$ cat src/rtl/reg27_arbiter_pkg.sv
// Shared definitions for the 27-bit register arbiter: state encoding and
// the storage width.
package reg27_arbiter_pkg;

  localparam int REG27_W = 27;

  typedef enum logic [1:0] {
    IDLE = 2'b00,
    GNT0 = 2'b01,
    GNT1 = 2'b10
  } arb_state_t;

endpackage

$ cat src/rtl/gen_reg_27.sv
// Generic enabled storage register with asynchronous active-high clear.
module gen_reg_27
  import reg27_arbiter_pkg::*;
#(
  parameter int W = REG27_W
) (
  input  logic         clk,
  input  logic         clr,
  input  logic         en,
  input  logic [W-1:0] d,
  output logic [W-1:0] q
);

  always_ff @(posedge clk or posedge clr) begin
    if (clr) begin
      q <= '0;
    end else if (en) begin
      q <= d;
    end
  end

endmodule

$ cat src/rtl/reg27_arbiter.sv
// Two-requester round-robin arbiter guarding one shared WIDTH-bit register,
// with a per-grant hold limit and a flag for writes attempted without a grant.
module reg27_arbiter
  import reg27_arbiter_pkg::*;
#(
  parameter int WIDTH     = REG27_W,
  parameter int MAX_HOLD  = 8,
  parameter bit RESET_PTR = 1'b0
) (
  input  logic             clk,
  input  logic             clr_n,
  input  logic             req0,
  input  logic             wr0,
  input  logic [WIDTH-1:0] wdata0,
  input  logic             req1,
  input  logic             wr1,
  input  logic [WIDTH-1:0] wdata1,
  output logic             gnt0,
  output logic             gnt1,
  output logic             busy,
  output logic [WIDTH-1:0] rdata,
  output logic             wr_conflict,
  output logic [1:0]       dbg_state
);

  // Handshake: a requester raises reqX and keeps it high for as long as it
  // wants ownership; it owns the register in every cycle where gntX is high,
  // and a wrX strobe only counts in a cycle where gntX is also high.

  arb_state_t state;
  logic [7:0] hold_cnt;
  logic       ptr;
  logic       last_cycle;
  logic       reg_en;
  logic [WIDTH-1:0] reg_d;

  assign gnt0      = (state == GNT0);
  assign gnt1      = (state == GNT1);
  assign busy      = gnt0 | gnt1;
  assign dbg_state = state;

  assign last_cycle = (hold_cnt == 8'(MAX_HOLD - 1));

  always_ff @(posedge clk or negedge clr_n) begin
    if (!clr_n) begin
      state       <= IDLE;
      hold_cnt    <= '0;
      ptr         <= RESET_PTR;
      wr_conflict <= 1'b0;
    end else begin
      wr_conflict <= (wr0 & ~gnt0) | (wr1 & ~gnt1);
      case (state)
        IDLE: begin
          // Clearing here means every grant starts with a fresh count.
          hold_cnt <= '0;
          if (req0 && req1) begin
            state <= ptr ? GNT1 : GNT0;
          end else if (req0) begin
            state <= GNT0;
          end else if (req1) begin
            state <= GNT1;
          end
        end
        GNT0: begin
          if (!req0 || last_cycle) begin
            state <= IDLE;
            ptr   <= 1'b1;
          end else begin
            hold_cnt <= hold_cnt + 8'd1;
          end
        end
        GNT1: begin
          if (!req1 || last_cycle) begin
            state <= IDLE;
            ptr   <= 1'b0;
          end else begin
            hold_cnt <= hold_cnt + 8'd1;
          end
        end
        default: state <= IDLE;
      endcase
    end
  end

  // Grants are one-hot, so selecting data by gnt1 alone is sufficient.
  assign reg_en = (gnt0 & wr0) | (gnt1 & wr1);
  assign reg_d  = gnt1 ? wdata1 : wdata0;

  gen_reg_27 #(
    .W (WIDTH)
  ) u_store (
    .clk (clk),
    .clr (~clr_n),
    .en  (reg_en),
    .d   (reg_d),
    .q   (rdata)
  );

endmodule

$ cat config.mk
export PLATFORM = sky130hd
export DESIGN_NAME = reg27_arbiter
export DESIGN_NICKNAME = d
export VERILOG_FILES = /design/src/rtl/reg27_arbiter_pkg.sv /design/src/rtl/gen_reg_27.sv /design/src/rtl/reg27_arbiter.sv
export SDC_FILE = /design/constraint.sdc
export NUM_CORES = 1
export LEC_CHECK = 0
export BUFFER_PORTS_ARGS = -buffer_cell sky130_fd_sc_hd__buf_2
export CAP_MARGIN = 20
export CORE_MARGIN = 4
export CORE_UTILIZATION = 25
export DETAILED_ROUTE_END_ITERATION = 8
export PLACE_DENSITY = 0.54
export SYNTH_ARGS = -nofsm -noshare
export SYNTH_HDL_FRONTEND = slang
export SYNTH_HIERARCHICAL = 1
export SYNTH_SLANG_ARGS = --single-unit
$ cat constraint.sdc
create_clock -name clk -period 5.7 [get_ports clk]
set_input_delay 0.285 -clock clk [delete_from_list [all_inputs] [get_ports clk]]
set_output_delay 0.285 -clock clk [all_outputs]
set_load 0.03 [all_outputs]
==> results of run 1 <==
-- worst paths after layout --
check | endpoint | slack (ps) | cells after the start
max in group asynchronous | u_store/q[18] | 4490 | 5
min | wr_conflict | 260 | 3
max | u_store/q[7] | 3330 | 5
min reg2reg | u_store/q[10] | 510 | 1
max reg2reg | u_store/q[7] | 3330 | 5
min in group asynchronous | dbg_state[1] | 400 | 2
-- repair_timing --
item,in CTS,in global routing
buffers inserted,0,0
gates resized for setup,0,0
hold endpoints to repair,12,0
hold buffers,1,0
-- through the flow --
stage               total power [mW]  hold WS [ps]  cells  utilization  cell area, um2
floorplan                       1.16         -10.6    176            -            2270
global placement                1.36           198    370        0.320            2800
detailed placement              1.37           201    370        0.320            2800
CTS                             1.63           265    379        0.335            2930
global route                    1.71           277    380        0.338            2960
finish                          1.60           265    380        0.338            2960
-- synth_stat cells (2+ instances only) --
cell type / count / share of area
nor2_1: 3 / 0.0050
nand2_1: 2 / 0.0033
ha_1: 5 / 0.028
mux2_4: 20 / 0.13
and3_1: 3 / 0.0083
mux2i_1: 2 / 0.0088
a211oi_1: 5 / 0.017
a21oi_1: 3 / 0.0066
o22ai_1: 2 / 0.0055
a211o_1: 3 / 0.012
clkbuf_1: 3 / 0.0050
a22o_1: 2 / 0.0077
dfrtp_1: 39 / 0.43
and3_2: 2 / 0.0066
nand3_1: 4 / 0.0088
nor3_1: 6 / 0.013
inv_1: 14 / 0.023
o21ai_0: 3 / 0.0066
mux2_2: 34 / 0.17
buf_12: 2 / 0.018
a311o_1: 2 / 0.0088
-- metal layers --
layer	GRT usage	wire, um	vias up
li1	-	-	832
met1	0.131	2320	842
met2	0.162	2480	53
met3	0.0295	347	9
met4	0.0478	93	0
met5	0	0	-
-- worst reg2reg max path: stages, from the launching register on --
cell	delay [ps]
dfrtp_1	410
inv_1	110
ha_1	150
buf_4	370
a22o_2	780
mux2_2	430
-- where the power goes --
part / total [mW] / switching, mW / internal, mW
sequential: 0.465 / 0.0697 / 0.395
clock: 0.250 / 0.106 / 0.144
combinational: 0.886 / 0.507 / 0.379
total: 1.60 / 0.683 / 0.919
-- cells by family (layout without fill, tap and decap cells) --
logic type	count (synthesis)	count (layout)	share of synthesized area
simple gates	26	26	0.0729
flops	39	39	0.431
compound gates	28	28	0.103
buf+inv	22	118	0.0558
fa+ha+maj	5	5	0.0276
mux	56	56	0.310
-- cell type report --
cell class                      count  area (um2)  area share
Multi-Input combinational cell    115        1160       0.394
Sequential cell                    39         976       0.330
Timing Repair Buffer               95         505       0.171
Tap cell                          108         135      0.0457
Clock buffer                        6        82.6      0.0279
Inverter                           15        56.3      0.0190
Clock inverter                      2        38.8      0.0131
-- cell usage in the layout (no fill, tap or decap), drive strengths merged, types with 3 or more instances in the layout --
| cell | netlist | layout |
|---|---|---|
| nor2 | 3 | 3 |
| inv | 14 | 15 |
| and3 | 5 | 5 |
| ha | 5 | 5 |
| o21ai | 3 | 3 |
| a21oi | 3 | 3 |
| a211oi | 5 | 5 |
| buf | 4 | 94 |
| dfrtp | 39 | 39 |
| nand3 | 4 | 4 |
| clkbuf | 3 | 6 |
| a211o | 3 | 3 |
| nor3 | 6 | 6 |
| mux2 | 54 | 54 |
-- state kept, by name (all words and copies together), names as in the netlist --
signal	count
ptr	1
hold_cnt	8
dbg_state	2
u_store/q	27
wr_conflict	1
==> flow_summary_export.csv, run 1 <==
group,metric,value,unit
setup_path,timing_worst_setup_path_type,"reg -> reg",
setup_path,path_buf_inv,2,
timing,totalNegativeSetupSlack,0,ps
logic_synthesis,ys_async_sr_fraction,1.00,
detailed_routing,total_wire_length,5240,um
timing,max-slew-margin-rel,0.436,
logic_synthesis,synth_nets,241,
timing,tightest_slew,846,ps
setup_path,endpoint_arrival_time_on_the_critical_path,2550,ps
final_layout,diodes,0,
place,dp.final_hpwl,3810,um
logic_synthesis,ys_dominant_reg_cell,"dfrtp_1",
timing,fmax,0.422,GHz
timing,setup_viol,0,
power,power.ir.vdd_worst,0.199,mV
timing,setup_slack,3330,ps
die,io_pins,93,
cts,cts.path.max_buffers,2,
timing,fin_crit,2370,ps
detailed_routing,dr_total_vias,1736,
place,dp_slack,3270,ps
logic_synthesis,ys.warnings.count,6,
timing,final_min_period_over_clock_period,0.416,
grt,antenna_found_initial,0,
place,number_of_i_o_port_buffers,92,
setup_path,cp_data_required_time,5880,ps
detailed_routing,antenna_left,0,
logic_synthesis,synthDistinctLibCells,38,
setup_path,worstSetupStartpointType,"register",
logic_synthesis,syn-cell-area,0.00227,mm2
final_layout,filler_cell_count,916,
run_status,run_status,"complete, no violations",
logic_synthesis,yosysSeqAreaShare,0.431,
detailed_routing,detail_route.drc_violations,0,
place,gpl.final_weighted_congestion,0.802,
cts,cts_root_buf,"clkbuf_8",
power,total_leakage_power,1.43,nW
detailed_routing,routed_via_density,4.57,
cts,clkSlewWorstSetupHoldPaths,80,ps
setup_path,critical_path.cell_chain,"inv_1 > ha_1 > buf_4 > a22o_2 > mux2_2",
setup_path,cpPeakStageDelay,770,ps
detailed_routing,firstDrtPassIters,4,
final_layout,num-nets-final,336,
final_layout,areaGrowthSynthToFinish,30.6,%
cts,cts-htree-levels,2,
logic_synthesis,synth_seq_cells,39,
detailed_routing,final_routed_wire_length_divided_by_cell_count,13.8,um
worst_hold_path,hold_class,"in -> reg",
die,placement_rows,34,
timing,worst_clock_skew,5.50,ps
logic_synthesis,synthCells,176,
logic_synthesis,edff_count_synth,0,
timing,final-hold-violation-count,0,
setup_path,worst_setup_path_end_kind,"register",
cts,tritoncts_clock_tree,"yes",
logic_synthesis,post_synth.cell_area_avg,12.9,um2
setup_path,critical_path.startpoint,"dbg_state[0]",
die,initial_utilization,0.259,
worst_hold_path,hold_start,"wr1",
final_layout,fraction_of_final_layout_cells_with_drive_strength_greater_than_1,0.603,
setup_path,critical_path.reg2reg.startpoint,"dbg_state[0]",
grt,grt_first_pass_wirelength,8570,um
grt,globalRouteOverflowTotal,0,
die,chipWidth,103,um
setup_path,crit_fanout,34,
timing,maxSlewViolCount,0,
die,fp.coreArea,0.00876,mm2
setup_path,cell_with_the_largest_stage_delay_on_the_worst_path,"a22o_2",
grt,number_of_global_route_vias_before_repair,1809,
cts,cts_inserted_buffers,5,
die,chipHeight,103,um
die,die-area,0.0107,mm2
grt,grt_usage,0.103,
detailed_routing,drt_iter0_drc,37,
timing,grt_setup_unrepaired,"false",
power,power_per_cell_area,541,mW/mm2
grt,pin_count_of_the_biggest_net_entering_global_routing,35,
cts,clock_latency,290,ps
cts,clock_sinks,39,
setup_path,critical-path-top-delay-family,"compound AO/OA/AOI/OAI gates",
job,maxCapViolations,0,
Power figures use the tool's default switching activity.
==> inputs of run 2 (changes only) <==
--- a/config.mk
+++ b/config.mk
@@ -10,7 +10,7 @@
 export CORE_MARGIN = 4
 export CORE_UTILIZATION = 25
 export DETAILED_ROUTE_END_ITERATION = 8
-export PLACE_DENSITY = 0.54
+export PLACE_DENSITY = 0.56
 export SYNTH_ARGS = -nofsm -noshare
 export SYNTH_HDL_FRONTEND = slang
 export SYNTH_HIERARCHICAL = 1
==> constraint.sdc (replaced) <==
create_clock -name clk -period 2.15 [get_ports clk]
set_input_delay 0.1075 -clock clk [delete_from_list [all_inputs] [get_ports clk]]
set_output_delay 0.1075 -clock clk [all_outputs]
set_load 0.03 [all_outputs]
==> flow_summary_export.csv, run 2 (synthesized netlist as in run 1, its figures left out) <==
group,metric,value,unit
place,gpl.final_weighted_congestion,0.835,
worst_hold_path,hold_class,"in -> reg",
grt,met3_routing_resource_usage_after_global_routing,0.0349,
detailed_routing,antenna_left,0,
timing,grt_setup_unrepaired,"false",
setup_path,worst_setup_path_end_kind,"register",
detailed_routing,routed_via_density,4.52,
timing,max-slew-margin-rel,0.682,
final_layout,postLayoutCoreUtil,0.338,
final_layout,leading_cell_types_in_the_layout_fill_and_taps_excluded,"buf_2, dfrtp_1, mux2_2",
place,dp.final_hpwl,4060,um
detailed_routing,detail_route.drc_violations,0,
final_layout,registers.top_by_ff_count,"u_store/q",
timing,final-hold-violation-count,0,
place,number_of_i_o_port_buffers,92,
timing,final_min_period_over_clock_period,0.905,
place,dpl.cell_count,374,
grt,met2_track_demand_over_resource,0.171,
die,chipHeight,103,um
cts,cts_inserted_buffers,5,
final_layout,largest_reg_flops,27,
grt,antenna_found_initial,0,
timing,fmax,0.514,GHz
detailed_routing,firstDrtPassIters,6,
detailed_routing,final_routed_wire_length_divided_by_cell_count,14.4,um
die,io_pins,93,
grt,global_route_hottest_layer,"met2",
power,power.ir.vdd_worst,0.589,mV
grt,number_of_global_route_vias_before_repair,1790,
cts,clock_sinks,39,
final_layout,finalInstanceArea,0.00296,mm2
final_layout,num-nets-final,339,
final_layout,areaGrowthSynthToFinish,30.6,%
cts,cts-htree-levels,2,
job,maxCapViolations,0,
timing,maxSlewViolCount,0,
die,die-area,0.0107,mm2
cts,cts.repair_timing.setup_buffer_count,0,
detailed_routing,total_wire_length,5500,um
cts,cts_root_buf,"clkbuf_8",
setup_path,crit_fanout,7,
timing,totalNegativeSetupSlack,0,ps
final_layout,diodes,0,
cts,clock_latency,300,ps
die,chipWidth,103,um
detailed_routing,drt_iter0_drc,34,
grt,global_route.usage.met1,0.140,
die,placement_rows,34,
place,postPlaceCellArea,0.00285,mm2
setup_path,worstSetupStartpointType,"register",
timing,worst_clock_skew,11.6,ps
grt,grt_usage,0.107,
cts,tritoncts_clock_tree,"yes",
grt,grt_first_pass_wirelength,8840,um
final_layout,filler_cell_count,904,
cts,clkSlewWorstSetupHoldPaths,90,ps
power,total_leakage_power,1.43,nW
setup_path,cp_data_required_time,2330,ps
grt,globalRouteOverflowTotal,0,
cts,post_cts_hold_buffer_count,1,
die,initial_utilization,0.259,
die,fp.coreArea,0.00876,mm2
setup_path,endpoint_arrival_time_on_the_critical_path,2120,ps
timing,setup_viol,0,
final_layout,layoutNonFillerInstCount,383,
final_layout,most_common_cell_after_layout_fill_and_taps_aside,"buf_2",
grt,pin_count_of_the_biggest_net_entering_global_routing,28,
detailed_routing,dr_total_vias,1732,
timing,fin_crit,1950,ps
power,power_per_cell_area,1430,mW/mm2
timing,tightest_slew,477,ps
run_status,run_status,"complete, no violations",
cts,cts.path.max_buffers,2,
cts,post_cts_resize_count,0,
final_layout,fraction_of_final_layout_cells_with_drive_strength_greater_than_1,0.618,
setup_path,timing_worst_setup_path_type,"reg -> reg",
## run 2: changes by cell type in the layout (fill, tap and decap cells not counted), sizes merged
cell	before	now
clkinvlp	0	1
bufinv	1	0
buf	94	97
inv	15	14
clkinv	1	2
## run 2: layer usage
metal,vias up,wire length [um]
li1,841,-
met1,828,2420
met2,57,2620
met3,6,399
met4,0,60
met5,-,0
## run 2: worst paths after layout
check                              start             to  slack [ps]  cells after the start
setup reg to reg            dbg_state[1]    hold_cnt[7]         200                      6
setup / recovery            dbg_state[1]    hold_cnt[7]         200                      6
max in group asynchronous          clr_n  u_store/q[19]         910                      5
min in group asynchronous          clr_n            ptr         230                      2
hold reg to reg            u_store/q[26]  u_store/q[26]         510                      1
hold / removal                       wr1    wr_conflict          90                      3
## run 2: final cells by class
class | instances | area, um2 | area share
timing repair buffer | 98 | 520 | 0.176
clock buffer | 6 | 82.6 | 0.0279
clock inverter | 2 | 16.3 | 0.00549
tap | 108 | 135 | 0.0456
multi-input combinational | 115 | 1170 | 0.396
inverter | 15 | 56.3 | 0.0190
sequential | 39 | 977 | 0.330
## run 2: worst max-delay path, stage by stage (launching register included)
cell      delay, ps
dfrtp_1         420
inv_1            90
ha_1            290
and2b_1         250
nor3_2          300
a211oi_1        130
a311o_1         330
## run 2: report_power, final
part           total (mW)  internal (mW)  switching (mW)  leakage, nW
sequential           1.22           1.05           0.175        0.475
clock               0.561          0.263           0.298       0.0474
combinational        2.44           1.06            1.38        0.908
total                4.22           2.37            1.85         1.43
## run 2: stage by stage
| stage | hold slack, ps | power, mW | setup WS [ps] |
|---|---|---|---|
| after CTS | 81.6 | 4.28 | 203 |
| after floorplan | -188 | 3.09 | -0.492 |
| after detailed placement | 27.7 | 3.69 | 234 |
| after global routing | 86.8 | 4.49 | 96.6 |
| final | 88.6 | 4.22 | 204 |
| after global placement | 20.0 | 3.68 | 301 |
